<file path="config.mk">
export PLATFORM = sky130hd
export DESIGN_NAME = pipe_adder_flat
export DESIGN_NICKNAME = d
export VERILOG_FILES = /design/src/rtl/pipe_adder_if.sv /design/src/rtl/pipe_adder.sv /design/src/flat_wrapper.sv
export SDC_FILE = /design/constraint.sdc
export NUM_CORES = 1
export LEC_CHECK = 0
export BUFFER_PORTS_ARGS = -buffer_cell sky130_fd_sc_hd__buf_2
export CAP_MARGIN = 40
export CORE_ASPECT_RATIO = 1.5
export CORE_MARGIN = 3
export CORE_UTILIZATION = 35
export DETAILED_ROUTE_END_ITERATION = 10
export PLACE_DENSITY = 0.57
export SYNTH_ARGS = -nofsm -noshare
export SYNTH_HDL_FRONTEND = slang
export SYNTH_SLANG_ARGS = --single-unit
</file>
<file path="constraint.sdc">
create_clock -name clk -period 2.3 [get_ports clk]
set_input_delay 0.69 -clock clk [delete_from_list [all_inputs] [get_ports clk]]
set_output_delay 0.69 -clock clk [all_outputs]
set_load 0.01 [all_outputs]
</file>
<file path="src/rtl/pipe_adder_if.sv">
// Handshake bundle between the ALU operand muxes, the pipelined adder and writeback.
// slave is the adder side; master is the producer/consumer side.
interface pipe_adder_if #(
  parameter int WIDTH = 32
);
  logic             in_valid;
  logic             in_ready;
  logic [WIDTH-1:0] a;
  logic [WIDTH-1:0] b;
  logic             sub;
  logic             out_valid;
  logic             out_ready;
  logic [WIDTH-1:0] y;
  logic             cout;
  logic             ovf;

  modport master (
    output in_valid, a, b, sub, out_ready,
    input  in_ready, out_valid, y, cout, ovf
  );

  modport slave (
    input  in_valid, a, b, sub, out_ready,
    output in_ready, out_valid, y, cout, ovf
  );
endinterface

</file>
<file path="src/rtl/pipe_adder.sv">
// Pipelined add/subtract, one WIDTH/STAGES slice per stage with registered carry; ADDER_SATURATE_EN clamps y on overflow.
// Latency STAGES cycles from accept to out_valid, one result per cycle.
// Global stall: every rank holds while out_valid && !out_ready; in_ready mirrors the advance enable.
module pipe_adder #(
  parameter int WIDTH  = 32,
  parameter int STAGES = 4
) (
  input  logic         clk,
  input  logic         reset_n,
  pipe_adder_if.slave  io
);
  localparam int SW   = WIDTH / STAGES;
  localparam int LAST = STAGES - 1;

  logic advance;

  // Capture rank: holds the operands with B already conditioned for subtract.
  logic             in_vld_r;
  logic [WIDTH-1:0] in_a_r;
  logic [WIDTH-1:0] in_b_r;
  logic             in_cin_r;

  logic [STAGES-1:0] vld_r;
  logic [STAGES-1:0] c_r;
  logic [WIDTH-1:0]  a_r [STAGES];
  logic [WIDTH-1:0]  b_r [STAGES];
  logic [WIDTH-1:0]  r_r [STAGES];
  logic [WIDTH-1:0]  y_r;
  logic              ovf_r;

  logic [STAGES-1:0] v_src;
  logic [STAGES-1:0] c_src;
  logic [STAGES-1:0] c_nxt;
  logic [WIDTH-1:0]  a_src [STAGES];
  logic [WIDTH-1:0]  b_src [STAGES];
  logic [WIDTH-1:0]  r_src [STAGES];
  logic [WIDTH-1:0]  r_nxt [STAGES];
  logic [WIDTH-1:0]  y_nxt;
  logic              ovf_nxt;

  function automatic logic [WIDTH-1:0] merge_slice(
    input logic [WIDTH-1:0] base,
    input logic [SW-1:0]    s,
    input int               idx
  );
    logic [WIDTH-1:0] res;
    res = base;
    res[idx*SW +: SW] = s;
    return res;
  endfunction

  assign advance      = !vld_r[LAST] || io.out_ready;
  assign io.in_ready  = advance;
  assign io.out_valid = vld_r[LAST];
  assign io.y         = y_r;
  assign io.cout      = c_r[LAST];
  assign io.ovf       = ovf_r;

  // Operand slices above k ride along untouched; result slices below k are already final.
  for (genvar k = 0; k < STAGES; k++) begin : g_stage
    logic [SW:0] slice_sum;

    if (k == 0) begin : g_head
      assign v_src[k] = in_vld_r;
      assign c_src[k] = in_cin_r;
      assign a_src[k] = in_a_r;
      assign b_src[k] = in_b_r;
      assign r_src[k] = '0;
    end else begin : g_tail
      assign v_src[k] = vld_r[k-1];
      assign c_src[k] = c_r[k-1];
      assign a_src[k] = a_r[k-1];
      assign b_src[k] = b_r[k-1];
      assign r_src[k] = r_r[k-1];
    end

    assign slice_sum = {1'b0, a_src[k][k*SW +: SW]}
                     + {1'b0, b_src[k][k*SW +: SW]}
                     + {{SW{1'b0}}, c_src[k]};
    assign c_nxt[k]  = slice_sum[SW];
    assign r_nxt[k]  = merge_slice(r_src[k], slice_sum[SW-1:0], k);
  end

  assign ovf_nxt = (a_src[LAST][WIDTH-1] == b_src[LAST][WIDTH-1])
                && (r_nxt[LAST][WIDTH-1] != a_src[LAST][WIDTH-1]);

`ifdef ADDER_SATURATE_EN
  // Overflow direction follows the sign of A, so A's MSB picks the rail.
  assign y_nxt = !ovf_nxt ? r_nxt[LAST]
               : a_src[LAST][WIDTH-1] ? {1'b1, {(WIDTH-1){1'b0}}}
               : {1'b0, {(WIDTH-1){1'b1}}};
`else
  assign y_nxt = r_nxt[LAST];
`endif

  always_ff @(posedge clk or negedge reset_n) begin
    if (!reset_n) begin
      in_vld_r <= 1'b0;
      in_a_r   <= '0;
      in_b_r   <= '0;
      in_cin_r <= 1'b0;
      vld_r    <= '0;
      c_r      <= '0;
      y_r      <= '0;
      ovf_r    <= 1'b0;
      for (int k = 0; k < STAGES; k++) begin
        a_r[k] <= '0;
        b_r[k] <= '0;
        r_r[k] <= '0;
      end
    end else if (advance) begin
      in_vld_r <= io.in_valid;
      in_a_r   <= io.a;
      in_b_r   <= io.sub ? ~io.b : io.b;
      in_cin_r <= io.sub;
      vld_r    <= v_src;
      c_r      <= c_nxt;
      y_r      <= y_nxt;
      ovf_r    <= ovf_nxt;
      for (int k = 0; k < STAGES; k++) begin
        a_r[k] <= a_src[k];
        b_r[k] <= b_src[k];
        r_r[k] <= r_nxt[k];
      end
    end
  end
endmodule

</file>
<file path="src/flat_wrapper.sv">
// flat-port wrapper written by rule: the top's interface ports become plain ports
module pipe_adder_flat 
#(
  parameter int WIDTH  = 32,
  parameter int STAGES = 4
)
  (clk, reset_n, io_in_valid, io_a, io_b, io_sub, io_out_ready, io_in_ready, io_out_valid, io_y, io_cout, io_ovf);
  pipe_adder_if #(.WIDTH(WIDTH)) io_i ();
  input  logic clk;
  input  logic reset_n;
  input wire logic [$bits(io_i.in_valid)-1:0] io_in_valid;
  input wire logic [$bits(io_i.a)-1:0] io_a;
  input wire logic [$bits(io_i.b)-1:0] io_b;
  input wire logic [$bits(io_i.sub)-1:0] io_sub;
  input wire logic [$bits(io_i.out_ready)-1:0] io_out_ready;
  output wire logic [$bits(io_i.in_ready)-1:0] io_in_ready;
  output wire logic [$bits(io_i.out_valid)-1:0] io_out_valid;
  output wire logic [$bits(io_i.y)-1:0] io_y;
  output wire logic [$bits(io_i.cout)-1:0] io_cout;
  output wire logic [$bits(io_i.ovf)-1:0] io_ovf;
  assign io_i.in_valid = io_in_valid;
  assign io_i.a = io_a;
  assign io_i.b = io_b;
  assign io_i.sub = io_sub;
  assign io_i.out_ready = io_out_ready;
  assign io_in_ready = io_i.in_ready;
  assign io_out_valid = io_i.out_valid;
  assign io_y = io_i.y;
  assign io_cout = io_i.cout;
  assign io_ovf = io_i.ovf;
  pipe_adder #(.WIDTH(WIDTH), .STAGES(STAGES)) u_core (.clk(clk), .reset_n(reset_n), .io(io_i));
endmodule
</file>
# After elaboration in Yosys (flattened, before gate mapping)
# Index checks and enable logic that the tools add are counted.
# op_classes
add_sub_neg,8
multipliers,0
div,0
magnitude_cmp,0
n_eq_ne,2
shifts,0
mux,1
bitwise_logic,1
reduce_logical,3
# ops
cell,count
$add 8x8->9,4
$add 9x1->9,4
$mux 32,1
$not 32->32,1
$eq 1x1->1,1
$logic_and 1x1->1,1
$logic_not 1->1,1
$logic_or 1x1->1,1
$ne 1x1->1,1
# totals
reg_bits,347
latchBits,0
ramBits,0
romBits,0
output_inout_bits,36
elab_cells,32
mem_count,0

# Logic depth before layout (Yosys ltp)
# depth
depth_word,4
depth_mapped,8

# Least setup slack after synthesis
# OpenSTA, ideal clock, no wires.
# synth_path
path_kind,flip-flop to flip-flop
from,register u_core.in_cin_r
to,register u_core.r_r (netlist bit u_core.r_nxt[70])
arrival_ns,1.969
t_required_ns,2.167
slack_ns,0.198
stages_incl_launch_ff,8
period_less_slack_ns,2.102
cell_sequence,dfrtp_1 > fa_1 > fa_1 > a21oi_1 > o211ai_1 > a21oi_1 > xor2_1 > o21ai_0
# synth_between
elab_chain_cells,1
# synth_lines
element,line_no,rtl
start: declaration,pipe_adder.sv:21,logic in_cin_r;
start signal: assignment,pipe_adder.sv:115,in_cin_r <= io.sub;
$add 9x1->9,pipe_adder.sv:79,"+ {{SW{1'b0}}, c_src[k]};"
end signal: indexed assignment,pipe_adder.sv:123,r_r[k] <= r_nxt[k];
end: declaration,pipe_adder.sv:27,logic [WIDTH-1:0] r_r [STAGES];
# Every way passes these cells.
# A chain may end at the register's enable or synchronous reset.

# Worst setup path after layout
# layout_path
from,register u_core.b_r[80] (netlist bit)
to,register u_core.r_r (netlist bit u_core.r_nxt[22])
# layout_between
elab_chain_cells,2
# layout_lines
element,line_no,rtl
start: declaration,pipe_adder.sv:26,logic [WIDTH-1:0] b_r [STAGES];
start signal: indexed assignment,pipe_adder.sv:122,b_r[k] <= b_src[k];
$add 8x8->9,pipe_adder.sv:78,"+ {1'b0, b_src[k][k*SW +: SW]}"
$add 9x1->9,pipe_adder.sv:79,
# Every way passes these cells.

==> impl_metrics.env <==
export IMPL_p_leak_uw=0.006428
export IMPL_routed_via_density=4.470
export IMPL_crit_path_max_fanout=3
export IMPL_finish_utilization=0.4221
export IMPL_fmax_mhz=467.1
export IMPL_yosysTopAreaCell="dfrtp_1"
export IMPL_core_area_um2=29870
export IMPL_cts_setup_buffers=0
export IMPL_ant_nets=0
export IMPL_slew_violations=0
export IMPL_status="finished clean"
export IMPL_cts_hold_buf=0
export IMPL_ios=105
export IMPL_dpl_hpwl_um=14640
export IMPL_start_util=0.3592
export IMPL_synthCells=1186
export IMPL_wl_per_cell_um=12.88
export IMPL_htreeDepth=1
export IMPL_maxCapViolations=0
export IMPL_nets=1383
export IMPL_numCtsBuffers=25
export IMPL_synth_cell_type_count=29
export IMPL_ys_top_cells_by_area="dfrtp_1, nand2_1, ha_1"
export IMPL_final_cell_mix="nand2_1, dfrtp_1, buf_2"
export IMPL_dieWidth_um=148.9
export IMPL_post_place_ws_ns=0.06124
export IMPL_via_count=7550
export IMPL_diodes=0
export IMPL_crit_required_ns=2.69
export IMPL_portBuffers=104
export IMPL_grt_pass1_wl_um=36970
export IMPL_clk_latency_ns=0.53
export IMPL_cp_arrival_ns=2.53
export IMPL_overflow=0
export IMPL_antenna_found_initial=0
export IMPL_cts_tree="yes"
export IMPL_hp_class="input pin to asynchronous set/reset pin"
export IMPL_initialDrtViolationCount=386
export IMPL_synth_nets=1291
export IMPL_clock_root_buffer="clkbuf_16"
export IMPL_dieArea_um2=32830
export IMPL_cts_clk_slew_worst_paths_ns=0.06
export IMPL_yosys_warnings=0
export IMPL_grt_use_total=0.1344
export IMPL_die_h_um=220.4
export IMPL_ys_ff_latch=251
export IMPL_slew_headroom=0.6141
export IMPL_vdd_drop_max_v=0.0006193
export IMPL_grt_max_degree=139
export IMPL_drc_errors=0
export IMPL_synth_top_cell_area_share=0.5856
export IMPL_tns_ns=0
export IMPL_p_per_area_nw_per_um2=1404
export IMPL_layout_setup_ws_ns=0.1591
export IMPL_setup_viol=0
export IMPL_final_common_cell="nand2_1"
export IMPL_gp_congestion=0.7713
export IMPL_drive_gt1_frac=0.1376
export IMPL_hold_ws_ns=0.09944
export IMPL_post_cts_resized=0
export IMPL_worstMarginPinSlew_ns=0.5788
export IMPL_avgSynthCellArea_um2=9.044
export IMPL_rows=77
export IMPL_period_needed_ns=2.141
export IMPL_area_delta_synth_final_pct=17.53
export IMPL_startpoint_type="register"
export IMPL_period_share=0.9308
export IMPL_fillerInstances=3033
export IMPL_grt_pass1_vias=7550
export IMPL_synth_area_um2=10730
export IMPL_path_class="register to register"
export IMPL_drt_first_pass_iters=7
export IMPL_worst_clock_skew_ns=0.01508
export IMPL_seq_area_frac_synth=0.5856
export IMPL_hold_violations=0
export IMPL_cts_sinks=251
export IMPL_wirelength_um=21750
export IMPL_end_kind="register"
export IMPL_clock_path_buffers=3
registers in the layout (all words and copies together) (netlist names):
signal,flops
u_core.in_b_r,32
u_core.r_nxt,48
u_core.io.y,32
u_core.in_vld_r,1
u_core.b_r,48
u_core.in_a_r,32
u_core.io.ovf,1
u_core.in_cin_r,1
u_core.c_r,4
u_core.a_r,48
u_core.vld_r,4
synthesized netlist by cell type:
master	instances
a211oi_1	10
a21o_1	6
a21oi_1	17
a31oi_1	4
a41oi_1	1
buf_1	5
buf_2	20
clkbuf_1	35
dfrtp_1	251
fa_1	8
ha_1	28
inv_1	12
nand2_1	618
nand2b_1	2
nor2_1	15
nor2b_1	2
nor2b_4	1
nor3_1	15
o211ai_1	4
o21a_1	3
o21ai_0	69
o21bai_1	4
o311a_1	1
o31a_1	1
o31ai_1	1
or2_2	1
or3_1	2
xnor2_1	37
xor2_1	13
worst max-delay path: stages (launching register included):
cell and delay, ns:
dfrtp_1 0.40, fa_1 0.48, fa_1 0.43, a21oi_2 0.18, o211ai_1 0.13, a21oi_2 0.18, xnor2_1 0.13, o21ai_0 0.08
metal layers:
metal / part of all wire / GRT usage / vias up / wire length [um]
li1: - / - / 3907 / -
met1: 0.47 / 0.1813 / 3529 / 10250
met2: 0.47 / 0.2254 / 95 / 10320
met3: 0.035 / 0.02172 / 19 / 759
met4: 0.019 / 0.03817 / 0 / 421
met5: 0 / 0 / - / 0
logic make-up (layout without fill, tap and decap cells):
kind of cell | Yosys count | in the layout | share of synthesized area
AO/OA/AOI/OAI | 121 | 121 | 0.06462
flip-flops | 251 | 251 | 0.5856
buffers and inverters | 72 | 180 | 0.02753
AND/OR/NAND/NOR | 656 | 656 | 0.2339
adder cells (fa/ha/maj) | 36 | 36 | 0.04759
XOR/XNOR | 50 | 50 | 0.04083
area by class of cell:
class                   count  area (um2)  share of cell area
flip-flops and latches    251        6281              0.4982
multi-input cells         863        4195              0.3328
repair buffers            125       800.8             0.06352
clock buffers              32       671.9             0.05329
well taps                 395       494.2             0.03920
clock inverters            11       113.9            0.009031
inverters                  12       50.05            0.003970
per-stage QoR:
stage / cells / power [uW] / instance area [um2]
floorplan: 1186 / 11900 / 10730
global placement: 1646 / 13670 / 11780
detailed placement: 1646 / 13850 / 11780
CTS: 1689 / 17900 / 12570
global route: 1689 / 19330 / 12610
finish: 1689 / 17700 / 12610
path summary, 6_finish.rpt:
| path | startpoint | end | slack, ns | cells after the start |
|---|---|---|---|---|
| setup / recovery | u_core.b_r[80] | u_core.r_nxt[22] | 0.16 | 7 |
| min in group clk | io_a[16] | u_core.in_a_r[16] | 0.36 | 3 |
| setup reg to reg | u_core.b_r[80] | u_core.r_nxt[22] | 0.16 | 7 |
| hold reg to reg | u_core.io.y[24] | u_core.io.y[24] | 0.46 | 2 |
| max in group asynchronous | reset_n | u_core.r_nxt[34] | 1.47 | 2 |
| hold / removal | reset_n | u_core.in_a_r[11] | 0.1 | 1 |
power breakdown:
group	internal [uW]	switching, uW
logic	2590	3660
registers	6390	1090
clock network	2280	1680
No activity file was read; power rests on OpenSTA's default activity.
